--- src/rtl/onehot_sel_encoder.sv ---
// ---------------------------------------------------------------------------
// onehot_sel_encoder
//
// Registered one-hot-to-binary select encoder. A 4-bit select vector is
// accepted over a valid/ready handshake, checked for one-hot legality and
// encoded to the 2-bit code {c,d}. The {c,d,err} result is queued in a
// 2-entry output FIFO. Saturating counters record how many vectors were
// accepted and how many of those were illegal.
//
// Parameters:
//   CNT_W      width of the acc_cnt / err_cnt status counters
//
// Ports:
//   clk        rising-edge clock
//   resetn     synchronous, active-low reset
//   mux_in     select vector (legal when exactly one bit is set)
//   in_valid   mux_in is valid this cycle
//   in_ready   buffer can accept a vector this cycle (registered state only)
//   c, d       code MSB / LSB of the buffer head entry (0 when empty)
//   out_err    head entry came from an illegal vector (0 when empty)
//   out_valid  head entry is valid
//   out_ready  downstream accepts the head entry
//   acc_cnt    saturating count of accepted vectors
//   err_cnt    saturating count of accepted illegal vectors
// ---------------------------------------------------------------------------
module onehot_sel_encoder #(
  parameter int CNT_W = 8
) (
  input  logic             clk,
  input  logic             resetn,
  input  logic [3:0]       mux_in,
  input  logic             in_valid,
  output logic             in_ready,
  output logic             c,
  output logic             d,
  output logic             out_err,
  output logic             out_valid,
  input  logic             out_ready,
  output logic [CNT_W-1:0] acc_cnt,
  output logic [CNT_W-1:0] err_cnt
);

  localparam int DEPTH = 2;

  // Occupancy of the output buffer.
  typedef enum logic [1:0] {
    EMPTY = 2'd0,
    ONE   = 2'd1,
    FULL  = 2'd2
  } occ_e;

  occ_e             occ_q;
  logic             rd_ptr_q;
  logic             wr_ptr_q;
  logic [2:0]       mem_q [DEPTH];
  logic [CNT_W-1:0] acc_cnt_q, acc_cnt_d;
  logic [CNT_W-1:0] err_cnt_q, err_cnt_d;

  logic       push;
  logic       pop;
  logic [1:0] code_d;
  logic       legal_d;
  logic [2:0] entry_d;
  logic [2:0] head;

  // -------------------------------------------------------------------------
  // Handshake. in_ready depends only on registered occupancy, so a full
  // buffer never accepts in the same cycle it drains.
  // -------------------------------------------------------------------------
  assign in_ready  = (occ_q != FULL);
  assign out_valid = (occ_q != EMPTY);
  assign push      = in_valid && in_ready;
  assign pop       = out_valid && out_ready;

  // -------------------------------------------------------------------------
  // Encoder. The code is the index of the lowest set bit; an all-zero
  // vector encodes as 00. Scanning from the top down lets the lowest set
  // bit win.
  // -------------------------------------------------------------------------
  always_comb begin
    code_d = 2'd0;
    for (int i = 3; i >= 0; i--) begin
      if (mux_in[i]) begin
        code_d = 2'(i);
      end
    end
  end

  // Exactly one bit set: non-zero and clearing the lowest set bit leaves zero.
  assign legal_d = (mux_in != 4'd0) && ((mux_in & (mux_in - 4'd1)) == 4'd0);
  assign entry_d = {code_d, ~legal_d};

  // -------------------------------------------------------------------------
  // Buffer storage. Each entry only loads when it is the write target of an
  // accepted push, so mux_in is never sampled while in_valid is low.
  // -------------------------------------------------------------------------
  generate
    for (genvar gi = 0; gi < DEPTH; gi++) begin : g_entry
      always_ff @(posedge clk) begin
        if (!resetn) begin
          mem_q[gi] <= 3'd0;
        end else if (push && (wr_ptr_q == 1'(gi))) begin
          mem_q[gi] <= entry_d;
        end
      end
    end
  endgenerate

  // -------------------------------------------------------------------------
  // Occupancy FSM and pointers. With one entry and a simultaneous push and
  // pop, the old head leaves and the new entry becomes the only (head) one.
  // -------------------------------------------------------------------------
  always_ff @(posedge clk) begin
    if (!resetn) begin
      occ_q    <= EMPTY;
      rd_ptr_q <= 1'b0;
      wr_ptr_q <= 1'b0;
    end else begin
      if (push) begin
        wr_ptr_q <= ~wr_ptr_q;
      end
      if (pop) begin
        rd_ptr_q <= ~rd_ptr_q;
      end
      case (occ_q)
        EMPTY: begin
          if (push) occ_q <= ONE;
        end
        ONE: begin
          if (push && !pop)      occ_q <= FULL;
          else if (!push && pop) occ_q <= EMPTY;
        end
        FULL: begin
          if (pop) occ_q <= ONE;
        end
        default: occ_q <= EMPTY;
      endcase
    end
  end

  // -------------------------------------------------------------------------
  // Saturating status counters.
  // -------------------------------------------------------------------------
  always_comb begin
    acc_cnt_d = acc_cnt_q;
    err_cnt_d = err_cnt_q;
    if (push && (acc_cnt_q != {CNT_W{1'b1}})) begin
      acc_cnt_d = acc_cnt_q + 1'b1;
    end
    if (push && !legal_d && (err_cnt_q != {CNT_W{1'b1}})) begin
      err_cnt_d = err_cnt_q + 1'b1;
    end
  end

  always_ff @(posedge clk) begin
    if (!resetn) begin
      acc_cnt_q <= '0;
      err_cnt_q <= '0;
    end else begin
      acc_cnt_q <= acc_cnt_d;
      err_cnt_q <= err_cnt_d;
    end
  end

  assign acc_cnt = acc_cnt_q;
  assign err_cnt = err_cnt_q;

  // -------------------------------------------------------------------------
  // Head presentation, forced to zero while the buffer is empty.
  // -------------------------------------------------------------------------
  assign head    = mem_q[rd_ptr_q];
  assign c       = out_valid & head[2];
  assign d       = out_valid & head[1];
  assign out_err = out_valid & head[0];

endmodule

--- config.mk ---
export PLATFORM = sky130hd
export DESIGN_NAME = onehot_sel_encoder
export DESIGN_NICKNAME = d
export VERILOG_FILES = /design/src/rtl/onehot_sel_encoder.sv
export SDC_FILE = /design/constraint.sdc
export NUM_CORES = 1
export LEC_CHECK = 0
export ABC_AREA = 1
export BUFFER_PORTS_ARGS = -buffer_cell sky130_fd_sc_hd__buf_2
export CORE_UTILIZATION = 50
export DETAILED_ROUTE_END_ITERATION = 10
export GPL_TIMING_DRIVEN = 0
export HOLD_SLACK_MARGIN = 0.12
export PLACE_DENSITY = 0.73
export SLEW_MARGIN = 20
export SYNTH_ARGS = -nofsm -noshare
export SYNTH_HDL_FRONTEND = slang
export SYNTH_SLANG_ARGS = --single-unit
--- constraint.sdc ---
create_clock -name clk -period 3.25 [get_ports clk]
set_input_delay 0.65 -clock clk [delete_from_list [all_inputs] [get_ports clk]]
set_output_delay 0.65 -clock clk [all_outputs]
set_load 0.02 [all_outputs]
Word level (Yosys, flattened, before mapping). Memory sizes are Yosys's and may differ from the RTL's. A register that Yosys moved wholly into a read port is not among the register bits. Index checks and enable logic that the tools add are counted. Widths: inputs -> output; s select.

Register bits: 20. Memory bits (writable): 6. Input port bits: 8. Output and inout port bits: 21. Word-level logic and storage cells: 64. Memories: 1.

$add $sub $neg: 3. Equality and inequality tests: 8. Multiplexer cells: 20. Bitwise gates (word level): 9. Reduce and logical (&&, ||, !) cells: 18.

Memory list: mem_q (words 2, bits a word 3, read ports 1, clocked after Yosys merged registers in 1, write ports 2, line 55) `logic [2:0] mem_q [DEPTH];`.

Operator list (number): $add 8x1->8 const B (2); $mux 2 (8); $ne 8x8->1 const B (2); $logic_and 1x1->1 (10); $mux 1 (9); $mux 3 (2); $ne 2x2->1 const B (3); $pmux 2 s3 (1); $and 4x4->4 (1); $logic_not 4->1 (1); $reduce_bool 4->1 (1); $sub 4x1->4 const B (1); $and 1x1->1 (3); $logic_not 1->1 (3); $ne 3x3->1 const B (1); $not 1->1 (3); $reduce_and 3->1 (1); $eq 2x1->1 const B (1); $eq 2x2->1 const B (1); $logic_not 2->1 (1); $or 1x1->1 (2); $reduce_bool 2->1 (1).

Logic depth before layout (Yosys ltp). Gate-level depths: netlist (run 1).

Depth after elaboration: 7. Gate-level depth with buffers: 11. Mapped depth without buffers: 11.

Worst setup path before layout (run 1). OpenSTA, ideal clock, no wires.

Path kind: register to register. From: register occ_q[0]. To: register occ_q[0]. Setup time: 0.071 ns. Data arrival time: 1.630 ns. Data required time: 3.179 ns. Slack: 1.548 ns. Cell stages (with the launch flop): 12. Path buffers: 0. Period minus slack after synthesis: 1.702 ns. Cell sequence: dfxtp_1 -> inv_2 -> nand2_1 -> inv_1 -> nor2_1 -> inv_1 -> ha_1 -> nand3_1 -> o21ai_0 -> nor2_1 -> nand2_1 -> a21oi_1.

Longest elaborated chain between the ends: 6. Elaborated cells on any way between the ends: 17. Those cells by class: eq/ne (6); mux (2); reduce/logical (9).

RTL lines: start: declaration (line 52) `occ_e occ_q;`; start signal: assignment (line 115) `occ_q <= EMPTY;`; start signal: assignment (line 127) `if (push) occ_q <= ONE;`; start signal: assignment (line 130) `if (push && !pop) occ_q <= FULL;`; $reduce_bool 2->1 * (line 71) `assign out_valid = (occ_q != EMPTY);`; via out_valid (line 37) `output logic out_valid,`; $logic_and 1x1->1 * (line 73) `assign pop = out_valid && out_ready;`; $logic_not 1->1 (line 130); $logic_and 1x1->1 (line 130); $ne 3x3->1 (no source line) or $mux 2 (tied branches); $reduce_and 3->1 (no source line) or $pmux 2 s3 (tied branches).

Mark *: on every way through the listed nets, which the timed path passes. The rest lies on a longest branch. A chain may end at the register's enable or synchronous reset.

Worst setup path after layout (run 1).
From: register occ_q[0]. To: output d.

Longest elaborated chain between the ends: 2.

RTL lines: $reduce_bool 2->1 (line 71); $and 1x1->1 (line 173) `assign d = out_valid & head[1];`; end: declaration (line 35) `output logic d,`.

Every way passes these cells.

==> key figures, run 1 <==
Run status
  – Status: finished clean

Detailed routing
  – Vias: 1383
  – Wire per inst: between 10 and 15 um
  – Post-Route WL: between 2000 and 3000 um
  – DR vias/cell: 5.12
  – Drt first pass iters: 4
  – Remaining DRCs: 0
  – Initial DRC count: 85
  – Antenna-violating nets left: 0

Power and ir drop
  – Leakage: 0.788 nW
  – Cell area power density: about 500 mW/mm2
  – Worst-case vdd ir drop: around 0.43 mV
  – Total Power: approximately 0.00086 W

Setup path
  – Family with the most delay on the worst path: flip-flops
  – Worst setup path class: reg -> out
  – Kind of end point of the critical path: output port
  – Reg2Reg Depth: 11
  – Setup crit start kind: flip-flop
  – CP Launch Point: occ_q[0]$_SDFFE_PN0P_
  – Count of buffer and inverter cells on the critical path: 3
  – RR Endpoint: occ_q[0]$_SDFFE_PN0P_
  – Launching point of the worst reg2reg path: occ_q[0]$_SDFFE_PN0P_
  – Max FO, Critical Path: 4
  – Crit path arrival time: around 1300 ps
  – Worst Path Required: about 2600 ps
  – CP Cell Sequence: inv_2 -> nand2_1 -> inv_1 -> a21oi_1 -> buf_2
  – Slowest cell on crit path: dfxtp_1
  – Flop2flop setup slack: about 1500 ps
  – Worst path max stage delay: 400 ps

Placed design
  – Post-placement cell count: about 270
  – HPWL after DPL: between 2000 and 2500 um
  – I/O Buffers: 27
  – GPL Wtd Cong: 0.765

Die
  – Initial Utilization: 53.5%
  – Row Count: 19
  – Core ar.: between 0.002 and 0.003 mm2
  – Area of the die: about 0.0032 mm2
  – Die Height: ~57 um
  – Die W: 56.6 um
  – I/O pins: 29

Clock tree
  – # hold bufs at CTS: 0
  – Clock Path Buffers: 2
  – Htree depth: 1
  – # Post-CTS Setup Buffers: 0
  – Num CTS Buffers: 3
  – Cts repair resizes: 0
  – CTS tree: built
  – Worst-skew pair later-pin latency: ~320 ps
  – Sink Count: 27
  – Clk slew on worst S/H paths: around 150 ps
  – CTS root buf: clkbuf_4

Final layout
  – Finished Layout Cells: 270
  – Net count, final: 251
  – Share of cells above drive strength 1: between 20% and 30%
  – Area grow syn2layout: 13.7%
  – Reg area: 601 um2
  – Final core area utilization: 60.9%
  – Diode count: 0
  – Fill count: about 280
  – Area of the multi-input gates: about 770 um2

GRT
  – Tot GR Track Use: around a fifth
  – Global-route wire length before repair: slightly above 5000 um
  – Largest net degree at the start of global routing: 17
  – Overflow after GRT: 0
  – Vias in the first global route: 1222
  – Initial antenna violation count: 0

Synthesis
  – Main area contributors after synthesis: dfxtp_1, nand2_1, edfxtp_1
  – Synth Instances: roughly 210
  – Synth top area share: around 28%
  – Syn Area/Cell: a little over 7 um2
  – Yosys warns: 0
  – Area leader, netlist: dfxtp_1
  – Seq/Total Area, Yosys: 40.3%
  – Mapped Area: approximately 0.0015 mm2
  – Synthesized Nets: around 220
  – Flops & latches, synth: 27
  – Library cells used by synthesis: 27

Timing
  – F_max: ~0.53 GHz
  – RSZ-0062 raised after global routing: false
  – Fin. max-slew vios: 0
  – Final Hold Fails: 0
  – Final setup viols: 0
  – Setup TNS: 0 ps
  – Rel. slew slack: 63.9%
  – Worst Tran Pin Value: between 500 and 600 ps
  – Fin crit period: roughly 1900 ps
  – Post-route clock skew: 7.52 ps
  – Tcrit/Tclk final: 58.6%

Min path
  – Worst hold path stage count: 1
  – Hold Startpoint: rd_ptr_q$_SDFFE_PN0P_
  – Worst hold path type: reg -> reg

Run
  – Max-capacitance violation count: 0
[Yosys cell counts]
library cell,count
nor2_4,2
nor2_1,19
xnor2_1,1
dfxtp_1,21
inv_2,3
nand3_1,16
nand2_1,61
nand2_2,3
buf_1,1
ha_1,3
edfxtp_1,6
inv_1,24
a211oi_1,1
nor3_1,1
nand2_4,2
xor2_1,3
a21oi_1,17
clkinv_1,1
o21ai_1,1
a21oi_4,1
a21oi_2,4
nand4_1,4
buf_2,1
nand3b_1,2
o21ai_0,8
nor2_2,1
nand3_4,1
[layout make-up]
| class | instances | area share (%) |
|---|---|---|
| Tap cell | 31 | 2.29 |
| Clock inverter | 1 | 0.443 |
| Sequential cell | 27 | 35.5 |
| Timing Repair Buffer | 27 | 7.98 |
| Clock buffer | 3 | 1.33 |
| Buffer | 2 | 0.517 |
| Inverter | 28 | 6.21 |
| Multi-Input combinational cell | 151 | 45.8 |
[registers in the layout, indices dropped and copies added (netlist names), named ones only]
register,cells
acc_cnt,8
err_cnt,8
mem_q,6
occ_q,2
rd_ptr_q,1
wr_ptr_q,1
[worst max path at each step]
stage,slack [ps],cells after the start,endpoint
2_1_floorplan,1550,11,occ_q[0]$_SDFFE_PN0P_
3_3_place_gp,1340,10,occ_q[0]$_SDFFE_PN0P_
3_5_place_dp,1320,10,occ_q[0]$_SDFFE_PN0P_
4_1_cts,1330,5,d
5_1_grt,1210,11,occ_q[0]$_SDFFE_PN0P_
6_report,1350,5,d
[metrics by stage]
step                      hold WS (ps)  setup slack, ps  instance area (um2)
final                              486             1350                 1690
after global routing               494             1210                 1690
after CTS                          482             1330                 1690
after detailed placement           460             1320                 1660
after global placement             434             1340                 1660
after floorplan                    426             1550                 1490
[per-layer routing]
metal  up-vias  part of all wire, %  track usage (%)
met5         -                    0                0
met4         0                 0.60             6.62
met3         2                  3.2             2.76
met2        30                   47             31.4
met1       617                   49             26.8
li1        734                    -                -
[where the power goes]
part | switching (W) | internal (W)
clock network | 0.000100 | 0.0000470
registers | 0.0000298 | 0.000388
logic | 0.000200 | 0.0000905
[worst reg2reg max path, cell delays in order (launching register included)]
cell,delay (ps)
dfxtp_1,400
inv_2,60
nand2_1,90
inv_1,80
nor2_1,220
inv_1,70
ha_1,270
nand3_1,100
o21ai_0,110
nor2_1,140
nand2_1,70
a21oi_1,120
[logic make-up (layout without fill, tap and decap cells)]
family | count (synthesis) | count (layout) | share of synthesized area (%)
compound gates | 32 | 32 | 12.7
xor+xnor | 4 | 4 | 2.35
fa+ha+maj | 3 | 3 | 2.52
buf+inv | 30 | 61 | 7.65
flops | 27 | 27 | 40.3
simple gates | 112 | 112 | 34.5
[placed cells by master, fill, tap and decap left out, types with 3 or more instances in the layout]
| cell | count |
|---|---|
| a21oi_1 | 17 |
| inv_1 | 24 |
| xor2_1 | 3 |
| dfxtp_1 | 21 |
| nand2_1 | 61 |
| ha_1 | 3 |
| nand2_2 | 3 |
| buf_2 | 28 |
| inv_2 | 3 |
| a21oi_2 | 4 |
| nor2_1 | 19 |
| o21ai_0 | 8 |
| nand4_1 | 4 |
| edfxtp_1 | 6 |
| nand3_1 | 16 |
| clkbuf_4 | 3 |
Note: power is estimated with default switching activity, not from simulation.
==> inputs of run 2 (changes only) <==
ABC_AREA = 0   (was 1)
PLACE_DENSITY = 0.74   (was 0.73)
clock period = 1.91 ns   (was 3.25 ns; I/O delays follow)
==> run 2 against run 1 <==
  * Clock-buffer cell count unchanged
  * Design area down 9.0%
  * Synthesized area down 11%
  * Critical path depth up 2
  * Register-to-register slack worse by 1300 ps
  * Utilization up 0.75 points
  * Critical path type is now reg -> reg
==> key figures, run 2 <==
Run status
  – Status: finished clean

Setup path
  – Launching point of the worst reg2reg path: occ_q[0]$_SDFFE_PN0P_
  – Kind of end point of the critical path: flip-flop
  – Crit path arrival time: between 1500 and 2000 ps
  – Setup crit start kind: flip-flop
  – Max FO, Critical Path: 6
  – Worst Path Required: 2160 ps
  – CP Launch Point: occ_q[0]$_SDFFE_PN0P_
  – Worst setup path class: reg -> reg

Clock tree
  – Clock Path Buffers: 2
  – CTS root buf: clkbuf_4
  – Num CTS Buffers: 3
  – CTS tree: built
  – # hold bufs at CTS: 0
  – Sink Count: 27
  – # Post-CTS Setup Buffers: 0
  – Worst-skew pair later-pin latency: 340 ps
  – Cts repair resizes: 0
  – Clk slew on worst S/H paths: about 150 ps
  – Htree depth: 1

Synthesis
  – Flops & latches, synth: 27
  – Mapped Area: 0.00133 mm2
  – Synth Instances: approximately 150
  – Asr flop ratio synth: 0%
  – Syn Area/Cell: 9.13 um2
  – Commonest cells in the netlist: dfxtp_1, nor2_1, a21oi_1, nand2_1, nand3_1
  – Yosys warns: 0
  – Count leader, synth: dfxtp_1
  – Post-synth EDFFs: 6
  – Main area contributors after synthesis: dfxtp_1, edfxtp_1, mux2i_1
  – Top FF cell, synth: dfxtp_1
  – Area leader, netlist: dfxtp_1
  – Synthesized Nets: 157
  – Library cells used by synthesis: 35
  – Seq/Total Area, Yosys: about 45%
  – Synth top area share: between 30% and 40%

Detailed routing
  – Post-Route WL: around 2800 um
  – Antenna-violating nets left: 0
  – Drt first pass iters: 4
  – DR vias/cell: roughly 5.9
  – Initial DRC count: 32
  – Vias: 1229
  – Wire per inst: approximately 13 um
  – Remaining DRCs: 0

Die
  – Die Height: 53.6 um
  – Initial Utilization: between 50% and 60%
  – Die W: 53.6 um
  – Core ar.: between 0.002 and 0.0025 mm2
  – Area of the die: between 0.002 and 0.003 mm2
  – Row Count: 18
  – I/O pins: 29

GRT
  – Vias in the first global route: 990
  – Largest net degree at the start of global routing: 17
  – Overflow after GRT: 0
  – Tot GR Track Use: roughly a fifth
  – Initial antenna violation count: 0
  – Global-route wire length before repair: 4150 um

Min path
  – Worst hold path type: in -> reg
  – Hold Startpoint: resetn

Final layout
  – Finished Layout Cells: 208
  – Commonest non-fill, non-tap cell in the layout: buf_2
  – Post-layout instance area: approximately 0.0015 mm2
  – Diode count: 0
  – Share of cells above drive strength 1: about 22%
  – Area grow syn2layout: 15.6%
  – Most frequent cells in the layout: buf_2, dfxtp_1, nor2_1
  – Final core area utilization: between 60 and 70%
  – Net count, final: 190

Placed design
  – I/O Buffers: 28
  – Post-placement cell count: around 200
  – Placement Cell Area: 0.00151 mm2
  – GPL Wtd Cong: approximately 0.83
  – Dpl ws: 124 ps
  – HPWL after DPL: approximately 2000 um

Timing
  – Tcrit/Tclk final: between 90% and 100%
  – Setup TNS: 0 ps
  – F_max: approximately 0.58 GHz
  – Fin. max-slew vios: 0
  – Fin crit period: 1720 ps
  – Post-route clock skew: around 3.7 ps
  – Final setup viols: 0
  – RSZ-0062 raised after global routing: false
  – Rel. slew slack: roughly two thirds
  – Final worst slack: around 190 ps
  – Final Hold Fails: 0
  – Worst Tran Pin Value: approximately 500 ps

Power and ir drop
  – Worst-case vdd ir drop: between 0.6 and 0.7 mV
  – Cell area power density: a little under 700 mW/mm2
  – Leakage: roughly 0.61 nW

Run
  – Max-capacitance violation count: 0
run 2: cell types whose count changed in the layout (fill, tap and decap cells not counted), moves of 6 or more:
cell / change
o31ai_1: +6
or4_1: +6
nand3_1: -7
mux2i_1: +8
inv_1: -18
a21oi_1: -7
nand2_1: -51
run 2: worst max-delay path: stages (launching register included):
cell and delay [ps]:
dfxtp_1 380, nand2b_2 250, nand2_1 160, inv_1 120, ha_1 320, mux2i_1 140
o22ai_1 100, and2_1 160
run 2: worst paths after layout:
check | endpoint | slack, ps | depth (start not counted)
worst max-delay path | occ_q[0]$_SDFFE_PN0P_ | 190 | 7
worst min-delay path | err_cnt[6]$_SDFFE_PN0P_ | 310 | 3
worst max register to register | occ_q[0]$_SDFFE_PN0P_ | 190 | 7
worst min register to register | acc_cnt[6]$_SDFFE_PN0P_ | 520 | 2
run 2: kinds of logic after synthesis:
family / share of synthesized area, %
buffers and inverters: 4.13
adders and majority gates: 2.82
AOI/OAI and AO/OA: 14.1
and+or+nand+nor: 25.3
muxes: 6.01
xor gates and xnor gates: 2.63
DFF: 45.1
run 2: routing by layer:
| metal | part of all wire, % | GRT usage [%] | vias to the layer above |
|---|---|---|---|
| li1 | - | - | 602 |
| met1 | 44 | 24.1 | 579 |
| met2 | 50 | 35.0 | 46 |
| met3 | 6.2 | 5.08 | 2 |
| met4 | 0.61 | 9.21 | 0 |
| met5 | 0 | 0 | - |
run 2: through the flow:
stage | hold slack, ps | total power [W]
2_1_floorplan | 472 | 0.000759
3_3_place_gp | 473 | 0.000804
3_5_place_dp | 491 | 0.000813
4_1_cts | 307 | 0.00107
5_1_grt | 305 | 0.00111
6_report | 312 | 0.00106
run 2: cell type report:
class / instances / area (um2)
Sequential cell: 27 / 601
Timing Repair Buffer: 28 / 140
Tap cell: 30 / 37.5
Clock inverter: 1 / 7.51
Buffer: 5 / 28.8
Fill cell: 237 / 960
Clock buffer: 3 / 22.5
Inverter: 7 / 26.3
Multi-Input combinational cell: 107 / 677
run 2: power by group:
part / total [W] / internal (W) / switching [W]
clock network: 0.000259 / 0.0000804 / 0.000179
registers: 0.000634 / 0.000613 / 0.0000214
logic: 0.000166 / 0.0000645 / 0.000101
